**config.mk**
```make
export PLATFORM = sky130hd
export DESIGN_NAME = multicycle_control_unit_flat
export DESIGN_NICKNAME = d
export VERILOG_FILES = /design/src/rtl/multicycle_control_unit_if.sv /design/src/rtl/multicycle_control_unit.sv /design/src/flat_wrapper.sv
export SDC_FILE = /design/constraint.sdc
export NUM_CORES = 1
export LEC_CHECK = 0
export CORE_ASPECT_RATIO = 0.5
export CORE_UTILIZATION = 32
export CTS_CLUSTER_SIZE = 14
export DETAILED_ROUTE_END_ITERATION = 8
export PLACE_DENSITY_LB_ADDON = 0.08
export SYNTH_ARGS = -nofsm -noshare
export SYNTH_HDL_FRONTEND = slang
export SYNTH_SLANG_ARGS = --single-unit
export TNS_END_PERCENT = 100
```
**constraint.sdc**
```tcl
create_clock -name clk -period 3.1 [get_ports clk]
set_input_delay 0.93 -clock clk [delete_from_list [all_inputs] [get_ports clk]]
set_output_delay 0.93 -clock clk [all_outputs]
set_load 0.02 [all_outputs]
```
**src/rtl/multicycle_control_unit_if.sv**
```systemverilog
// Bundle of signals between the multicycle control FSM and the RV32I
// datapath/memory it sequences. The control unit is the master: it consumes
// the instruction opcode, branch condition, memory handshake and halt request,
// and drives every datapath strobe, status flag and performance counter.
interface multicycle_control_unit_if #(
   parameter int PERF_WIDTH = 32
);
   // Datapath / memory -> control
   logic [6:0]            opcode;
   logic                  alu_bcond;
   logic                  mem_ready;
   logic                  halt_req;

   // Control -> datapath / memory
   logic                  i_or_d;
   logic                  mem_read;
   logic                  mem_write;
   logic                  ir_write;
   logic                  alu_src_a;
   logic [1:0]            alu_src_b;
   logic [1:0]            alu_op;
   logic                  pc_write;
   logic [1:0]            pc_source;
   logic                  reg_write;
   logic [1:0]            wb_sel;

   // Status and performance
   logic                  is_ecall;
   logic                  is_halted;
   logic                  mem_err;
   logic                  retire;
   logic [PERF_WIDTH-1:0] cycle_count;
   logic [PERF_WIDTH-1:0] retire_count;

   modport master (
      input  opcode, alu_bcond, mem_ready, halt_req,
      output i_or_d, mem_read, mem_write, ir_write, alu_src_a, alu_src_b,
             alu_op, pc_write, pc_source, reg_write, wb_sel,
             is_ecall, is_halted, mem_err, retire, cycle_count, retire_count
   );

   modport slave (
      output opcode, alu_bcond, mem_ready, halt_req,
      input  i_or_d, mem_read, mem_write, ir_write, alu_src_a, alu_src_b,
             alu_op, pc_write, pc_source, reg_write, wb_sel,
             is_ecall, is_halted, mem_err, retire, cycle_count, retire_count
   );
endinterface

```
**src/rtl/multicycle_control_unit.sv**
```systemverilog
// Multicycle RV32I control unit. A registered state machine walks each
// instruction through IF, ID, EX, MEM and WB, waiting on a shared
// instruction/data memory ready handshake. Every strobe is decoded
// combinationally from the current state, the opcode and the inputs, and is
// forced to 0 while reset is asserted. Memory stalls in IF/MEM are bounded by
// MEM_TIMEOUT (0 disables the bound); expiry parks the FSM in ERR. An ECALL
// with halt_req parks it in HALT. Both are left only through reset.
//
// Optional feature: define MC_CTRL_PERF_EN to build the cycle and retire
// counters; without it both counter ports are tied to 0.
module multicycle_control_unit #(
   parameter int MEM_TIMEOUT = 15,
   parameter int PERF_WIDTH  = 32
) (
   input  logic                     clk,
   input  logic                     reset,
   multicycle_control_unit_if.master ctrl
);

   typedef enum logic [2:0] {
      S_IF   = 3'd0,
      S_ID   = 3'd1,
      S_EX   = 3'd2,
      S_MEM  = 3'd3,
      S_WB   = 3'd4,
      S_HALT = 3'd5,
      S_ERR  = 3'd6
   } state_t;

   // RV32I major opcodes (IR[6:0])
   localparam logic [6:0] OP_ARITH     = 7'b0110011;
   localparam logic [6:0] OP_ARITH_IMM = 7'b0010011;
   localparam logic [6:0] OP_LOAD      = 7'b0000011;
   localparam logic [6:0] OP_STORE     = 7'b0100011;
   localparam logic [6:0] OP_BRANCH    = 7'b1100011;
   localparam logic [6:0] OP_JAL       = 7'b1101111;
   localparam logic [6:0] OP_JALR      = 7'b1100111;
   localparam logic [6:0] OP_SYSTEM    = 7'b1110011;

   // Datapath select encodings
   localparam logic       SRC_A_PC     = 1'b0;
   localparam logic       SRC_A_RS1    = 1'b1;
   localparam logic [1:0] SRC_B_RS2    = 2'd0;
   localparam logic [1:0] SRC_B_IMM    = 2'd2;
   localparam logic [1:0] ALU_ADD      = 2'b00;
   localparam logic [1:0] ALU_BRANCH   = 2'b01;
   localparam logic [1:0] ALU_FUNCT    = 2'b10;
   localparam logic [1:0] PC_PLUS4     = 2'd0;
   localparam logic [1:0] PC_ALUOUT    = 2'd1;
   localparam logic [1:0] PC_ALU_LIVE  = 2'd2;
   localparam logic [1:0] WB_ALUOUT    = 2'd0;
   localparam logic [1:0] WB_MDR       = 2'd1;
   localparam logic [1:0] WB_PC4       = 2'd2;

   // Stall counter sized to reach MEM_TIMEOUT; kept at least one bit wide
   // so the disabled configuration still elaborates.
   localparam int               WAIT_W   = (MEM_TIMEOUT > 0) ? $clog2(MEM_TIMEOUT + 1) : 1;
   localparam logic [WAIT_W-1:0] WAIT_MAX = WAIT_W'(MEM_TIMEOUT);
   localparam logic             TIMEOUT_EN = (MEM_TIMEOUT != 0);

   state_t              state;
   state_t              state_next;
   logic [WAIT_W-1:0]   wait_cnt;

   logic                is_load;
   logic                is_store;
   logic                mem_wait;
   logic                timeout_hit;

   logic                i_or_d;
   logic                mem_read;
   logic                mem_write;
   logic                ir_write;
   logic                alu_src_a;
   logic [1:0]          alu_src_b;
   logic [1:0]          alu_op;
   logic                pc_write;
   logic [1:0]          pc_source;
   logic                reg_write;
   logic [1:0]          wb_sel;
   logic                is_ecall;
   logic                is_halted;
   logic                mem_err;
   logic                retire;

   assign is_load     = (ctrl.opcode == OP_LOAD);
   assign is_store    = (ctrl.opcode == OP_STORE);
   // Only the memory states wait on the handshake; ready is ignored elsewhere.
   assign mem_wait    = ((state == S_IF) || (state == S_MEM)) && !ctrl.mem_ready;
   assign timeout_hit = TIMEOUT_EN && (wait_cnt == WAIT_MAX);

   // Next-state and strobe decode from state, opcode and handshake inputs
   always_comb begin
      // NOTE: every output of this block gets a default before any branch,
      // otherwise paths that skip an assignment would infer latches.
      state_next = state;
      i_or_d     = 1'b0;
      mem_read   = 1'b0;
      mem_write  = 1'b0;
      ir_write   = 1'b0;
      alu_src_a  = SRC_A_PC;
      alu_src_b  = SRC_B_RS2;
      alu_op     = ALU_ADD;
      pc_write   = 1'b0;
      pc_source  = PC_PLUS4;
      reg_write  = 1'b0;
      wb_sel     = WB_ALUOUT;
      is_ecall   = 1'b0;
      is_halted  = 1'b0;
      mem_err    = 1'b0;
      retire     = 1'b0;

      // While reset is asserted every strobe stays at its default of 0.
      if (reset) begin
         case (state)
            S_IF: begin
               i_or_d   = 1'b0;
               mem_read = 1'b1;
               if (ctrl.mem_ready) begin
                  ir_write   = 1'b1;
                  state_next = S_ID;
               end else if (timeout_hit) begin
                  state_next = S_ERR;
               end
            end

            S_ID: begin
               // Speculative branch/jump target PC + imm into ALUOut.
               alu_src_a = SRC_A_PC;
               alu_src_b = SRC_B_IMM;
               alu_op    = ALU_ADD;
               if (ctrl.opcode == OP_SYSTEM) begin
                  is_ecall = 1'b1;
                  retire   = 1'b1;
                  if (ctrl.halt_req) begin
                     state_next = S_HALT;
                  end else begin
                     pc_write   = 1'b1;
                     pc_source  = PC_PLUS4;
                     state_next = S_IF;
                  end
               end else begin
                  state_next = S_EX;
               end
            end

            S_EX: begin
               case (ctrl.opcode)
                  OP_ARITH: begin
                     alu_src_a  = SRC_A_RS1;
                     alu_src_b  = SRC_B_RS2;
                     alu_op     = ALU_FUNCT;
                     state_next = S_WB;
                  end
                  OP_ARITH_IMM: begin
                     alu_src_a  = SRC_A_RS1;
                     alu_src_b  = SRC_B_IMM;
                     alu_op     = ALU_FUNCT;
                     state_next = S_WB;
                  end
                  OP_LOAD, OP_STORE: begin
                     alu_src_a  = SRC_A_RS1;
                     alu_src_b  = SRC_B_IMM;
                     alu_op     = ALU_ADD;
                     state_next = S_MEM;
                  end
                  OP_BRANCH: begin
                     alu_src_a  = SRC_A_RS1;
                     alu_src_b  = SRC_B_RS2;
                     alu_op     = ALU_BRANCH;
                     pc_write   = 1'b1;
                     pc_source  = ctrl.alu_bcond ? PC_ALUOUT : PC_PLUS4;
                     retire     = 1'b1;
                     state_next = S_IF;
                  end
                  OP_JAL: begin
                     // Target was computed in ID; rd gets the old PC + 4.
                     pc_write   = 1'b1;
                     pc_source  = PC_ALUOUT;
                     reg_write  = 1'b1;
                     wb_sel     = WB_PC4;
                     retire     = 1'b1;
                     state_next = S_IF;
                  end
                  OP_JALR: begin
                     // rs1 + imm is taken live from the ALU this cycle.
                     alu_src_a  = SRC_A_RS1;
                     alu_src_b  = SRC_B_IMM;
                     alu_op     = ALU_ADD;
                     pc_write   = 1'b1;
                     pc_source  = PC_ALU_LIVE;
                     reg_write  = 1'b1;
                     wb_sel     = WB_PC4;
                     retire     = 1'b1;
                     state_next = S_IF;
                  end
                  default: begin
                     state_next = S_ERR;
                  end
               endcase
            end

            S_MEM: begin
               i_or_d = 1'b1;
               if (is_load) begin
                  mem_read = 1'b1;
                  // MDR captures the bus on ready; IR stays untouched.
                  if (ctrl.mem_ready) begin
                     state_next = S_WB;
                  end else if (timeout_hit) begin
                     state_next = S_ERR;
                  end
               end else if (is_store) begin
                  mem_write = 1'b1;
                  if (ctrl.mem_ready) begin
                     pc_write   = 1'b1;
                     pc_source  = PC_PLUS4;
                     retire     = 1'b1;
                     state_next = S_IF;
                  end else if (timeout_hit) begin
                     state_next = S_ERR;
                  end
               end else begin
                  // IR changed under a memory access: no sane way forward.
                  state_next = S_ERR;
               end
            end

            S_WB: begin
               reg_write  = 1'b1;
               wb_sel     = is_load ? WB_MDR : WB_ALUOUT;
               pc_write   = 1'b1;
               pc_source  = PC_PLUS4;
               retire     = 1'b1;
               state_next = S_IF;
            end

            S_HALT: begin
               is_halted = 1'b1;
            end

            S_ERR: begin
               mem_err = 1'b1;
            end

            default: begin
               state_next = S_ERR;
            end
         endcase
      end
   end

   // State register and memory stall counter, synchronous active-low reset
   always_ff @(posedge clk) begin
      // NOTE: registers are updated with <= so every flop samples the values
      // from before this edge, independent of statement order.
      if (!reset) begin
         state    <= S_IF;
         wait_cnt <= '0;
      end else begin
         state <= state_next;
         if (state_next != state) begin
            wait_cnt <= '0;
         end else if (mem_wait) begin
            wait_cnt <= wait_cnt + 1'b1;
         end
      end
   end

   assign ctrl.i_or_d    = i_or_d;
   assign ctrl.mem_read  = mem_read;
   assign ctrl.mem_write = mem_write;
   assign ctrl.ir_write  = ir_write;
   assign ctrl.alu_src_a = alu_src_a;
   assign ctrl.alu_src_b = alu_src_b;
   assign ctrl.alu_op    = alu_op;
   assign ctrl.pc_write  = pc_write;
   assign ctrl.pc_source = pc_source;
   assign ctrl.reg_write = reg_write;
   assign ctrl.wb_sel    = wb_sel;
   assign ctrl.is_ecall  = is_ecall;
   assign ctrl.is_halted = is_halted;
   assign ctrl.mem_err   = mem_err;
   assign ctrl.retire    = retire;

`ifdef MC_CTRL_PERF_EN
   logic [PERF_WIDTH-1:0] cycle_q;
   logic [PERF_WIDTH-1:0] retire_q;

   // Active-cycle and retirement counters; both freeze in HALT/ERR and wrap
   always_ff @(posedge clk) begin
      if (!reset) begin
         cycle_q  <= '0;
         retire_q <= '0;
      end else begin
         if ((state != S_HALT) && (state != S_ERR)) begin
            cycle_q <= cycle_q + 1'b1;
         end
         if (retire) begin
            retire_q <= retire_q + 1'b1;
         end
      end
   end

   assign ctrl.cycle_count  = reset ? cycle_q  : {PERF_WIDTH{1'b0}};
   assign ctrl.retire_count = reset ? retire_q : {PERF_WIDTH{1'b0}};
`else
   assign ctrl.cycle_count  = {PERF_WIDTH{1'b0}};
   assign ctrl.retire_count = {PERF_WIDTH{1'b0}};
`endif

endmodule

```
**src/flat_wrapper.sv**
```systemverilog
// flat-port wrapper written by rule: the top's interface ports become plain ports
module multicycle_control_unit_flat 
#(
   parameter int MEM_TIMEOUT = 15,
   parameter int PERF_WIDTH  = 32
)
  (clk, reset, ctrl_opcode, ctrl_alu_bcond, ctrl_mem_ready, ctrl_halt_req, ctrl_i_or_d, ctrl_mem_read, ctrl_mem_write, ctrl_ir_write, ctrl_alu_src_a, ctrl_alu_src_b, ctrl_alu_op, ctrl_pc_write, ctrl_pc_source, ctrl_reg_write, ctrl_wb_sel, ctrl_is_ecall, ctrl_is_halted, ctrl_mem_err, ctrl_retire, ctrl_cycle_count, ctrl_retire_count);
  multicycle_control_unit_if #(.PERF_WIDTH(PERF_WIDTH)) ctrl_i ();
  input  logic clk;
  input  logic reset;
  input wire logic [$bits(ctrl_i.opcode)-1:0] ctrl_opcode;
  input wire logic [$bits(ctrl_i.alu_bcond)-1:0] ctrl_alu_bcond;
  input wire logic [$bits(ctrl_i.mem_ready)-1:0] ctrl_mem_ready;
  input wire logic [$bits(ctrl_i.halt_req)-1:0] ctrl_halt_req;
  output wire logic [$bits(ctrl_i.i_or_d)-1:0] ctrl_i_or_d;
  output wire logic [$bits(ctrl_i.mem_read)-1:0] ctrl_mem_read;
  output wire logic [$bits(ctrl_i.mem_write)-1:0] ctrl_mem_write;
  output wire logic [$bits(ctrl_i.ir_write)-1:0] ctrl_ir_write;
  output wire logic [$bits(ctrl_i.alu_src_a)-1:0] ctrl_alu_src_a;
  output wire logic [$bits(ctrl_i.alu_src_b)-1:0] ctrl_alu_src_b;
  output wire logic [$bits(ctrl_i.alu_op)-1:0] ctrl_alu_op;
  output wire logic [$bits(ctrl_i.pc_write)-1:0] ctrl_pc_write;
  output wire logic [$bits(ctrl_i.pc_source)-1:0] ctrl_pc_source;
  output wire logic [$bits(ctrl_i.reg_write)-1:0] ctrl_reg_write;
  output wire logic [$bits(ctrl_i.wb_sel)-1:0] ctrl_wb_sel;
  output wire logic [$bits(ctrl_i.is_ecall)-1:0] ctrl_is_ecall;
  output wire logic [$bits(ctrl_i.is_halted)-1:0] ctrl_is_halted;
  output wire logic [$bits(ctrl_i.mem_err)-1:0] ctrl_mem_err;
  output wire logic [$bits(ctrl_i.retire)-1:0] ctrl_retire;
  output wire logic [$bits(ctrl_i.cycle_count)-1:0] ctrl_cycle_count;
  output wire logic [$bits(ctrl_i.retire_count)-1:0] ctrl_retire_count;
  assign ctrl_i.opcode = ctrl_opcode;
  assign ctrl_i.alu_bcond = ctrl_alu_bcond;
  assign ctrl_i.mem_ready = ctrl_mem_ready;
  assign ctrl_i.halt_req = ctrl_halt_req;
  assign ctrl_i_or_d = ctrl_i.i_or_d;
  assign ctrl_mem_read = ctrl_i.mem_read;
  assign ctrl_mem_write = ctrl_i.mem_write;
  assign ctrl_ir_write = ctrl_i.ir_write;
  assign ctrl_alu_src_a = ctrl_i.alu_src_a;
  assign ctrl_alu_src_b = ctrl_i.alu_src_b;
  assign ctrl_alu_op = ctrl_i.alu_op;
  assign ctrl_pc_write = ctrl_i.pc_write;
  assign ctrl_pc_source = ctrl_i.pc_source;
  assign ctrl_reg_write = ctrl_i.reg_write;
  assign ctrl_wb_sel = ctrl_i.wb_sel;
  assign ctrl_is_ecall = ctrl_i.is_ecall;
  assign ctrl_is_halted = ctrl_i.is_halted;
  assign ctrl_mem_err = ctrl_i.mem_err;
  assign ctrl_retire = ctrl_i.retire;
  assign ctrl_cycle_count = ctrl_i.cycle_count;
  assign ctrl_retire_count = ctrl_i.retire_count;
  multicycle_control_unit #(.MEM_TIMEOUT(MEM_TIMEOUT), .PERF_WIDTH(PERF_WIDTH)) u_core (.clk(clk), .reset(reset), .ctrl(ctrl_i));
endmodule
```
-- After elaboration in Yosys (flattened, before gate mapping)
Cells that the tools add are included.
- logic and storage cells: 91
- flip-flop bits (word level): 7
- output and inout port bits: 83
- multiplexer cells: 59
- equal/unequal tests: 16
- bitwise gates (word level): 1
- reduce and logical (&&, ||, !) cells: 12
- add/sub/neg operators: 1
- operators by type and width (kind ; number):
    1-bit 2-to-1 mux ; 32
    7-bit equality test (second input constant) ; 4
    3-bit 2-to-1 mux ; 9
    3-bit case mux with 6 select lines ; 1
    2-bit 2-to-1 mux ; 8
    7-bit by 6-bit equality test with 1-bit output (second input constant) ; 2
    2-bit case mux with 2 select lines ; 3
    2-bit OR reduction ; 5
    3-bit equality test (second input constant) ; 3
    3-bit case mux with 3 select lines ; 1
    1-bit case mux with 4 select lines ; 2
    7-bit by 2-bit equality test with 1-bit output (second input constant) ; 1
    7-bit by 5-bit equality test with 1-bit output (second input constant) ; 1
    3-bit by 2-bit equality test with 1-bit output (second input constant) ; 2
    2-bit case mux with 3 select lines ; 1
    6-bit OR reduction ; 1
    4-bit by 1-bit adder with 4-bit output (second input constant) ; 1
    4-bit equality test (second input constant) ; 1
    1-bit case mux with 2 select lines ; 2
    4-bit OR reduction ; 1
    3-bit by 1-bit equality test with 1-bit output (second input constant) ; 1
    3-bit zero test ; 1
    3-bit != test ; 1
    3-bit OR reduction ; 1
    4 further kinds ; 4

-- Depth between registers and ports, before layout
Gate-level depths: netlist of the first run.
- word-level depth: 9
- depth in mapped cells: 6
- gate-level depth less buffers: 6

-- Worst setup path after synthesis of the first run
OpenSTA, ideal clock, no wires.
- path kind: input port to output port
- start: in reset
- end: out ctrl_pc_source[1]
- cell stages on the path: 5
- data arrival time: 2.255 ns
- setup slack: -0.085 ns
- data required time: 2.170 ns
- cell sequence: nand2b_1 or2_2 or3_1 or2_2 nor2_1
- longest elaborated chain between the ends: 1
- ends and longest elaborated chain (what ; line ; RTL):
    start: declaration ; flat_wrapper.sv:10 ; input logic reset;
    2-bit 2-to-1 mux ; multicycle_control_unit.sv:114 ; if (reset) begin
    end: declaration ; flat_wrapper.sv:23 ; output wire logic [$bits(ctrl_i.pc_source)-1:0] ctrl_pc_source;
Every way passes these cells.

-- Final worst setup path of the first run
- start: in reset
- end: out ctrl_reg_write
- longest elaborated chain between the ends: 1
- ends and longest elaborated chain (what ; line ; RTL):
    1-bit 2-to-1 mux ; multicycle_control_unit.sv:114 ;
    end: declaration ; flat_wrapper.sv:24 ; output wire logic [$bits(ctrl_i.reg_write)-1:0] ctrl_reg_write;
Every way passes these cells.

==> results_dict.tcl, run 1 <==
set metrics [dict create \
    synthMuxAreaShare_pct 0.763 \
    r2r_slack_ns 0.66 \
    first_iter_violations 69 \
    crit_family "simple AND/OR/NAND/NOR gates" \
    min_period_ns 3.11 \
    netlist_area_sq_um 1310 \
    rows 16 \
    min_period_over_period_pct 100 \
    htreeDepth 1 \
    cp_common_cell "or2_4" \
    synth_top_area_cell "buf_4" \
    drive_above_1_share_pct 34.4 \
    slowest_delay_ns 0.39 \
    powerDensity_nw_per_um2 297 \
    r2r_start "u_core.state[0]$_SDFF_PN0_" \
    postSynthAreaPerCell_sq_um 6.97 \
    hold-worst-slack_ns 0.528 \
    violations "DRC, setup timing" \
    synthAdderAreaFrac_pct 0.954 \
    core-area_sq_um 3900 \
    gp_congestion 0.860 \
    die_w_um 92.5 \
    hp-class "register to register" \
    hold_buffers 0 \
    hold_viol 0 \
    synth_cell_types 42 \
    p_total_mw 0.549 \
    crit_fanout 3 \
    setup_slack_ns -0.0141 \
    overflow 0 \
    synthXorXnorAreaFrac_pct 2.67 \
    path_clk_slew_ns 0.04 \
    crit_chain "buf_8 -> nand2b_4 -> or2_4 -> or3_4 -> or2_4 -> o21ai_2 -> buf_6" \
    place_ws_ns -0.977 \
    start_kind "input pin" \
    hpwl_um 2660 \
    p_sw_mw 0.251 \
    wirelength_um 3470 \
    grt_max_degree 15 \
    dr.pass1.iters 6 \
    async_reset_ff_share_pct 0 \
    cts_root_buf "clkbuf_8" \
    synth_top_family_by_area "buffers and inverters" \
    rsz0062_at_grt "yes" \
    ant_nets 0 \
    area_growth_pct 41.0 \
    tritoncts "yes" \
    slew_viol_final 0 \
    cp-end-kind "output port" \
    pwr-share-clk_pct 23.7 \
    start_util_pct 33.6 \
    antenna_found_initial 0 \
    p_int_mw 0.298 \
    seq_area_frac_synth_pct 10.7 \
    yosysTopAreaCellShare_pct 37.8 \
    clockBufferDepth 2 \
    yosys_most_used_dff "dfxtp_1" \
    die-area_sq_um 4370 \
    grt_pass1_vias 1124 \
    dieHeight_um 47.3 \
    fin_skew_ns 0.000413 \
    ys_top_cells_by_area "buf_4, dfxtp_1, nor2_1" \
    worstPathArrival_ns 2.18 \
    avgViaCountPerCell 4.30 \
    cp_num_buf_inv 2 \
    peakVddDrop_uv 212 \
    ys_warn_count 0 \
    crit_type "input pin to output port" \
    synthCells 188 \
    comb_power_share_pct 57.8 \
    dr_total_vias 1334 \
    finalInstanceArea_sq_um 1850 \
    startpoint "reset" \
    layout_common_cells "conb_1, buf_4, nor2_1" \
    grt_pass1_wl_um 5260 \
    nNetsFinal 270 \
    clkLatencyLatePin_ns 0.23 \
    power.leakage_nw 0.925 \
    p_sw_share_pct 45.8 \
    synth-compound-area-share_pct 15.6 \
    ys_ff_latch 7 \
    drt-wirelength-per-cell_um 11.2 \
    dpl_cell_area_sq_um 1620 \
    crit_slowest_cell "or3_4" \
    worstPathRequired_ns 2.17 \
    fmax_mhz 321 \
    status "finished with violations" \
    portBuffers 29 \
    remaining_drc_errors 1 \
    mostFrequentLayoutCell "conb_1" \
    final-setup-viol-count 2 \
    seqPwrFrac_pct 18.4 \
    yosys.area_share.simple_pct 27.7 \
    worst_hold_startpoint "u_core.wait_cnt[3]$_SDFFE_PP0P_" \
    synth_edf_count 0 \
    track_usage_pct 15.6 \
    pin_count 95 \
    clock-sinks 7 \
    diodes 0 \
    cts_buffers 3 \
    fin_setup_tns_ns -0.0175 \
    cap_violations 0 \
]
[worst reg2reg max path: cells and delay by family (launching register included)]
| family | cells | cell delay, ns |
|---|---|---|
| AO/OA/AOI/OAI | 1 | 0.14 |
| buffers and inverters | 10 | 1.29 |
| flip-flops | 1 | 0.32 |
| AND/OR/NAND/NOR | 3 | 0.56 |
[state kept, by name, indices dropped and copies added, names as in the netlist]
name / flops
u_core.wait_cnt: 4
u_core.state: 3
[synthesized netlist by cell type (2+ instances only)]
master / number
inv_1: 7
a31oi_1: 3
a21oi_1: 7
buf_4: 66
o21ai_0: 8
nand2_1: 8
or3_1: 2
nand2b_1: 4
dfxtp_1: 7
nor3_1: 4
xnor2_1: 2
nor2_1: 20
or2_2: 3
nor2b_1: 3
nand3_1: 5
clkbuf_1: 3
xor2_1: 2
and3_1: 4
o211ai_1: 2
nor4_1: 6
[area by class of cell]
type                            count  area [sq um]
Tap cell                           54          67.6
Inverter                            8          30.0
Timing Repair Buffer               70           571
Fill cell                         384          2050
Sequential cell                     7           140
Clock buffer                        4          45.0
Multi-Input combinational cell    167           996
[power by group through the flow]
| stage | clock network [mW] | logic, mW | registers, mW |
|---|---|---|---|
| floorplan | 0 | 0.250 | 0.104 |
| detailed placement | 0 | 0.285 | 0.102 |
| global placement | 0 | 0.286 | 0.102 |
| finish | 0.130 | 0.317 | 0.101 |
| global route | 0.140 | 0.345 | 0.102 |
| CTS | 0.135 | 0.295 | 0.101 |
[worst paths after layout]
path                                                        end  depth (start not counted)
worst max-delay path                             ctrl_reg_write                          7
worst min-delay path            u_core.wait_cnt[3]$_SDFFE_PP0P_                          2
worst min register to register  u_core.wait_cnt[3]$_SDFFE_PP0P_                          2
worst max register to register  u_core.wait_cnt[3]$_SDFFE_PP0P_                         14
[per-stage QoR]
stage / instances / utilization, %
after global routing: 310 / 47.4
after global placement: 294 / 41.5
after CTS: 309 / 45.8
after detailed placement: 294 / 41.5
final: 310 / 47.4
after floorplan: 252 / -
[layer usage]
metal  up-vias  global-route usage [%]  wire (um)  part of all wire [%]
met2        82                    26.7       1600                    46
met1       598                    21.2       1530                    44
li1        649                       -          -                     -
met4         0                    5.94         41                   1.2
met3         5                    1.29        296                   8.5
met5         -                       0          0                     0
[timing repair]
action / CTS / global route
resized for setup: 99 / 34
setup endpoints to repair: 18 / 18
setup buffers: 11 / 2
pin swaps: 11 / 10
[cells by family (layout without fill, tap and decap cells)]
| logic type | Yosys count | count (layout) |
|---|---|---|
| AOI/OAI and AO/OA | 28 | 28 |
| adders and majority gates | 1 | 1 |
| other | 1 | 65 |
| DFF | 7 | 7 |
| xor gates and xnor gates | 4 | 4 |
| and+or+nand+nor | 68 | 68 |
| buffers and inverters | 78 | 82 |
| muxes | 1 | 1 |
Note: power is estimated with default switching activity, not from simulation.
==> run 2: changes to the inputs <==
SLEW_MARGIN = 30   (was not set)
==> results of run 2 <==
The final DEF is identical to that of run 1; final timing and power are the same.
